$ cat src/rtl/sar_ctrl_pkg.sv
// Shared types and constants for the SAR conversion sequencer.
package sar_ctrl_pkg;

  // Sequencer states
  typedef enum logic [2:0] {
    IDLE,
    SMP,
    CONV,
    CRST,
    FIN
  } sar_state_e;

  // Default build-time configuration
  localparam int DEF_NBITS         = 8;
  localparam int DEF_SAMPLE_CYCLES = 2;
  localparam int DEF_TMO           = 15;

  // Ceiling log2 for sizing counters at elaboration time
  function automatic int clog2(input int value);
    int bits;
    int rem;
    bits = 0;
    rem  = value - 1;
    for (int i = 0; i < 32; i++) begin
      if (rem > 0) begin
        bits = bits + 1;
        rem  = rem >> 1;
      end
    end
    return bits;
  endfunction

  // Counter width that is never narrower than one bit
  function automatic int width_min1(input int value);
    int w;
    w = clog2(value);
    return (w < 1) ? 1 : w;
  endfunction

endpackage

$ cat src/rtl/sar_cmp_timer.sv
// Comparator-decision timeout counter: counts cycles while enabled, saturates
// at TMO and flags the cycle in which the count reaches TMO.
module sar_cmp_timer
  import sar_ctrl_pkg::*;
#(
  parameter int TMO = DEF_TMO
) (
  input  logic CK,
  input  logic R,
  input  logic clear,
  input  logic enable,
  output logic expired
);

  localparam int TW = width_min1(TMO + 1);
  localparam logic [TW-1:0] TMO_V  = TW'(TMO);
  localparam logic [TW-1:0] TMO_M1 = TW'(TMO - 1);

  logic [TW-1:0] cnt_q;
  logic [TW-1:0] cnt_d;

  // Next count: clear has priority, otherwise count up and hold at TMO
  always_comb begin
    cnt_d = cnt_q;
    if (clear) begin
      cnt_d = '0;
    end else if (enable && (cnt_q != TMO_V)) begin
      cnt_d = cnt_q + 1'b1;
    end
  end

  // Count register
  always_ff @(posedge CK) begin
    if (R) begin
      cnt_q <= '0;
    end else begin
      cnt_q <= cnt_d;
    end
  end

  // The enabled cycle that carries the count up to TMO is the expiring one,
  // so the strobe stays high for at most TMO cycles.
  assign expired = (cnt_q == TMO_V) || (enable && !clear && (cnt_q == TMO_M1));

endmodule

$ cat src/rtl/sar_ctrl.sv
// SAR ADC sequencer: samples, then resolves NBITS MSB-first through the
// comparator strobe / done handshake and publishes the result with DONE.
module sar_ctrl
  import sar_ctrl_pkg::*;
#(
  parameter int NBITS         = DEF_NBITS,
  parameter int SAMPLE_CYCLES = DEF_SAMPLE_CYCLES,
  parameter int TMO           = DEF_TMO
) (
  input  logic             CK,
  input  logic             R,
  input  logic             START,
  input  logic             CMP_DONE,
  input  logic             CMP_OUT,
  output logic             SAMPLE,
  output logic             CMP_CLK,
  output logic [NBITS-1:0] DAC_P,
  output logic [NBITS-1:0] DATA,
  output logic             DONE,
  output logic             BUSY,
  output logic             ERR
);

  localparam int KW = width_min1(NBITS);
  localparam int SW = width_min1(SAMPLE_CYCLES + 1);
  localparam logic [KW-1:0] K_MSB    = KW'(NBITS - 1);
  localparam logic [SW-1:0] SMP_LAST = SW'(SAMPLE_CYCLES);

  sar_state_e       state_q;
  logic [KW-1:0]    k_q;
  logic [SW-1:0]    smp_cnt_q;
  logic [NBITS-1:0] result_q;
  logic             sample_q;
  logic             cmp_clk_q;
  logic [NBITS-1:0] dac_q;
  logic [NBITS-1:0] data_q;
  logic             done_q;
  logic             busy_q;
  logic             err_q;

  logic             in_conv;
  logic             tmo_expired;
  logic             bit_d;
  logic [NBITS-1:0] result_d;
  logic [NBITS-1:0] trial_first_d;
  logic [NBITS-1:0] trial_next_d;

  assign in_conv = (state_q == CONV);

  sar_cmp_timer #(
    .TMO(TMO)
  ) u_cmp_timer (
    .CK     (CK),
    .R      (R),
    .clear  (!in_conv),
    .enable (in_conv),
    .expired(tmo_expired)
  );

  // Bit decision (forced to 0 on timeout) and the trial words for upcoming bits
  always_comb begin
    bit_d         = CMP_DONE ? CMP_OUT : 1'b0;
    result_d      = result_q | (NBITS'(bit_d) << k_q);
    trial_first_d = NBITS'(1) << K_MSB;
    trial_next_d  = result_q | (NBITS'(1) << (k_q - 1'b1));
  end

  // Sequencer with registered outputs; each transition loads the outputs of
  // the state being entered so nothing combinational reaches the pins.
  always_ff @(posedge CK) begin
    if (R) begin
      state_q   <= IDLE;
      k_q       <= '0;
      smp_cnt_q <= '0;
      result_q  <= '0;
      sample_q  <= 1'b0;
      cmp_clk_q <= 1'b0;
      dac_q     <= '0;
      data_q    <= '0;
      done_q    <= 1'b0;
      busy_q    <= 1'b0;
      err_q     <= 1'b0;
    end else begin
      done_q <= 1'b0;
      case (state_q)
        IDLE: begin
          if (START) begin
            state_q   <= SMP;
            err_q     <= 1'b0;
            result_q  <= '0;
            k_q       <= K_MSB;
            smp_cnt_q <= SW'(1);
            sample_q  <= 1'b1;
            busy_q    <= 1'b1;
            dac_q     <= '0;
          end
        end

        SMP: begin
          if (smp_cnt_q == SMP_LAST) begin
            state_q   <= CONV;
            sample_q  <= 1'b0;
            cmp_clk_q <= 1'b1;
            dac_q     <= trial_first_d;
          end else begin
            smp_cnt_q <= smp_cnt_q + 1'b1;
          end
        end

        CONV: begin
          // A real decision beats a timeout landing in the same cycle
          if (CMP_DONE || tmo_expired) begin
            state_q   <= CRST;
            result_q  <= result_d;
            dac_q     <= result_d;
            cmp_clk_q <= 1'b0;
            if (!CMP_DONE) begin
              err_q <= 1'b1;
            end
          end
        end

        CRST: begin
          if (k_q == '0) begin
            state_q <= FIN;
            data_q  <= result_q;
            done_q  <= 1'b1;
            dac_q   <= '0;
          end else begin
            state_q   <= CONV;
            k_q       <= k_q - 1'b1;
            cmp_clk_q <= 1'b1;
            dac_q     <= trial_next_d;
          end
        end

        FIN: begin
          state_q <= IDLE;
          busy_q  <= 1'b0;
        end

        default: begin
          state_q <= IDLE;
        end
      endcase
    end
  end

  assign SAMPLE  = sample_q;
  assign CMP_CLK = cmp_clk_q;
  assign DAC_P   = dac_q;
  assign DATA    = data_q;
  assign DONE    = done_q;
  assign BUSY    = busy_q;
  assign ERR     = err_q;

endmodule

$ cat config.mk
export PLATFORM = sky130hd
export DESIGN_NAME = sar_ctrl
export DESIGN_NICKNAME = d
export VERILOG_FILES = /design/src/rtl/sar_ctrl_pkg.sv /design/src/rtl/sar_cmp_timer.sv /design/src/rtl/sar_ctrl.sv
export SDC_FILE = /design/constraint.sdc
export NUM_CORES = 1
export LEC_CHECK = 0
export ABC_CLOCK_PERIOD_IN_PS = 1700
export BUFFER_PORTS_ARGS = -buffer_cell sky130_fd_sc_hd__buf_2
export CAP_MARGIN = 20
export CORE_UTILIZATION = 25
export DETAILED_ROUTE_END_ITERATION = 6
export SLEW_MARGIN = 20
export SYNTH_ARGS = -nofsm -noshare
export SYNTH_HDL_FRONTEND = slang
export SYNTH_SLANG_ARGS = --single-unit
$ cat constraint.sdc
create_clock -name CK -period 1.7 [get_ports CK]
set_input_delay 0.255 -clock CK [delete_from_list [all_inputs] [get_ports CK]]
set_output_delay 0.255 -clock CK [all_outputs]
set_load 0.1 [all_outputs]
==> results.yml <==
pwr:
  vdd_drop_max_v: 0.000298
  p_comb_share_pct: 16.6
  p_int_w: 0.00160
  seq_power_share_pct: 45.3
  p_sw_w: 0.000602
  static-leakage-power_nw: 1.02
  clkPwrFrac_pct: 38.0
  power_density_nw_per_um2: 865
  switching_share_pct: 27.3
worst_hold_path:
  hold_start: "CMP_DONE"
  hold_path_class: "primary input to register"
  holdPathEnd: "ERR"
  min_path_cells: 4
routing:
  drt_iter0_drc: 102
  remaining_drc_errors: 0
  wirelength_um: 5080
  wl_per_cell_um: 13.7
  dr.pass1.iters: 4
  ant_nets: 0
  via_count: 1785
  viasPerCell: 4.81
yosys:
  ys_seq_area_share_pct: 42.4
  ys.warnings.count: 0
  synth-main-ff-cell: "dfxtp_1"
  synth_edf_count: 0
  synth_cell_types: 47
  synth.avg_cell_area_sq_um: 8.84
  syn_area_sq_um: 1940
  synth_cells: 219
  ys_seq_elements: 41
  postSynth.asyncResetShare_pct: 0
  syn-num-nets: 235
cells_and_area:
  fin_area_sq_um: 2550
  nFillCells: 783
  final_layout_size_suffix_gt1_share_pct: 30.9
  antennaDiodeCount: 0
  nets: 287
  syn_to_final_growth_pct: 31.7
  final_common_cell: "dfxtp_1"
  mostFrequentLayoutCells: "dfxtp_1 (36), buf_4 (29), nor2_1 (27)"
floorplan:
  initial_core_util_pct: 26.3
  die_area_sq_um: 8100
  io_pins: 26
  die_h_um: 90.0
  placementRows: 31
  fp.coreArea_sq_um: 7370
  die_w_um: 90.0
sta:
  setup_tns_ns: 0
  fin_crit_sh_pct: 96.1
  worst_slew_pin_slew_ns: 0.497
  timing_hold_violations_final: 0
  setup_violations: 0
  slew_violations: 0
  slew-limit-headroom_pct: 67.1
  finalCriticalPeriod_ns: 1.63
  clock_skew_ns: 0.00370
  rsz0062_at_grt: "no"
  timing.fmax_mhz: 612
worst_setup_path:
  worstReg2RegStart: "k_q[0]"
  reg2reg_depth: 6
  r2r-end: "DAC_P[0]"
  crit_buf_inv: 1
  ff2ff_setup_slack_ns: 0.07
  critical-path-max-stage-delay_ns: 0.34
  critical_path.endpoint_type: "register"
  path_cells: "inv_2 -> ha_2 -> ha_1 -> a31o_2 -> a21boi_0 -> o2bb2ai_1"
  required_ns: 1.89
  critical_path.max_fanout: 4
  worst_ep_arrival_time_ns: 1.82
  crit_family: "compound AO/OA/AOI/OAI gates"
  crit_type: "register to register"
  worst_path_max_delay_cell: "dfxtp_2"
  start_kind: "register"
placed_design:
  dpl.hpwl_um: 3720
  port_buffers: 25
  dpl-instance-area_sq_um: 2350
  place_congestion: 0.855
global_route:
  track_usage_pct: 13.3
  grt_pass1_vias: 1723
  grt_max_degree: 26
  antenna_found_initial: 0
  grt-ovfl-total: 0
  grt_pass1_wl_um: 8650
flow_run:
  drv_cap: 0
clock_tree:
  path_clk_slew_ns: 0.08
  htreeDepth: 2
  ctsHoldBuffers: 0
  cts_buffers: 5
  clock_path_buffers: 2
  cts_tree: "done"
  clockRootBuffer: "clkbuf_8"
  clkLatencyLatePin_ns: 0.30
  numClockSinks: 41
run_status:
  run_status: "completed"
==> area by class of cell <==
class                           instances  area, sq um  share of cell area, %
Clock buffer                            6         82.6                   3.24
Clock inverter                          2         37.5                   1.47
Inverter                                8         30.0                   1.18
Multi-Input combinational cell        160         1080                   42.6
Sequential cell                        41          827                   32.4
Tap cell                               99          124                   4.86
Timing Repair Buffer                   55          363                   14.2
==> stage by stage <==
step	util (%)	total power (W)	setup WS [ns]	hold WS, ns	instances
3_5_place_dp	31.9	0.00137	0.00880	0.441	359
6_report	34.6	0.00221	0.0661	0.348	371
2_1_floorplan	-	0.00124	0.0167	0.444	219
3_3_place_gp	31.9	0.00137	0.00792	0.441	359
5_1_grt	34.6	0.00231	0.00151	0.402	371
4_1_cts	33.6	0.00221	0.000661	0.356	367
==> cell families (layout without fill, tap and decap cells) <==
logic type                 count (synthesis)  count (layout)  share of synthesized area, %
buffers and inverters                     18              71                          3.68
and+or+nand+nor                           78              78                          20.5
xor gates and xnor gates                   2               2                         0.905
adders and majority gates                 11              11                          7.11
AOI/OAI and AO/OA                         67              67                          24.4
muxes                                      2               2                          1.03
DFF                                       41              41                          42.4
==> flip-flops by register name, indices dropped and copies added (netlist names) <==
| register | flops |
|---|---|
| BUSY | 1 |
| CMP_CLK | 1 |
| DAC_P | 8 |
| DATA | 8 |
| DONE | 1 |
| ERR | 1 |
| SAMPLE | 1 |
| k_q | 3 |
| result_q | 8 |
| smp_cnt_q | 2 |
| state_q | 3 |
| u_cmp_timer.cnt_q | 4 |
==> metal layers <==
metal	share of wire (%)	routed length [um]	vias up	GRT usage [%]
met2	42	2120	38	19.5
met5	0	0	-	0
li1	-	-	908	-
met4	2.4	123	0	6.32
met1	53	2680	830	18.6
met3	3.1	157	9	2.79
==> worst max-delay path by stage <==
stage | cells after the start | slack, ns | startpoint | end
2_1_floorplan | 6 | 0.02 | k_q[0] | DAC_P[1]
3_3_place_gp | 7 | 0.008 | k_q[0] | DAC_P[2]
3_5_place_dp | 7 | 0.009 | k_q[0] | DAC_P[2]
4_1_cts | 7 | 0.0007 | k_q[0] | DAC_P[2]
5_1_grt | 7 | 0.002 | u_cmp_timer.cnt_q[0] | DAC_P[1]
6_report | 6 | 0.07 | k_q[0] | DAC_P[0]
==> cell usage after synthesis (all sizes together), types with 3 or more instances <==
cell / n / area (sq um)
o2bb2ai: 8 / 70.1
nor3: 7 / 35.0
buf: 3 / 15.0
clkbuf: 7 / 26.3
o21ai: 10 / 50.1
nand2b: 4 / 25.0
nand2: 14 / 52.6
nor4: 3 / 18.8
a222oi: 4 / 40.0
a31oi: 4 / 25.0
nand3: 3 / 15.0
a21oi: 21 / 105
dfxtp: 41 / 821
a211oi: 4 / 35.0
nor2b: 4 / 25.0
inv: 8 / 30.0
nor2: 27 / 101
ha: 11 / 138
==> power by group through the flow <==
stage,sequential (W),clock [W],combinational (W)
floorplan,0.00107,0,0.000172
global placement,0.00102,0,0.000349
detailed placement,0.00102,0,0.000350
CTS,0.000998,0.000865,0.000351
global route,0.00100,0.000906,0.000399
finish,0.00100,0.000839,0.000366
==> worst reg2reg max path, delay by kind of cell (launching register included) <==
kind,cells,cell delay [ns]
buffers and inverters,1,0.06
adders and majority gates,2,0.49
AOI/OAI and AO/OA,3,0.64
DFF,1,0.34
==> what timing repair did <==
action / CTS / global route
resized for setup: 0 / 16
setup endpoints to repair: 0 / 21
setup buffers: 0 / 4
Note: power is estimated with default switching activity, not from simulation.
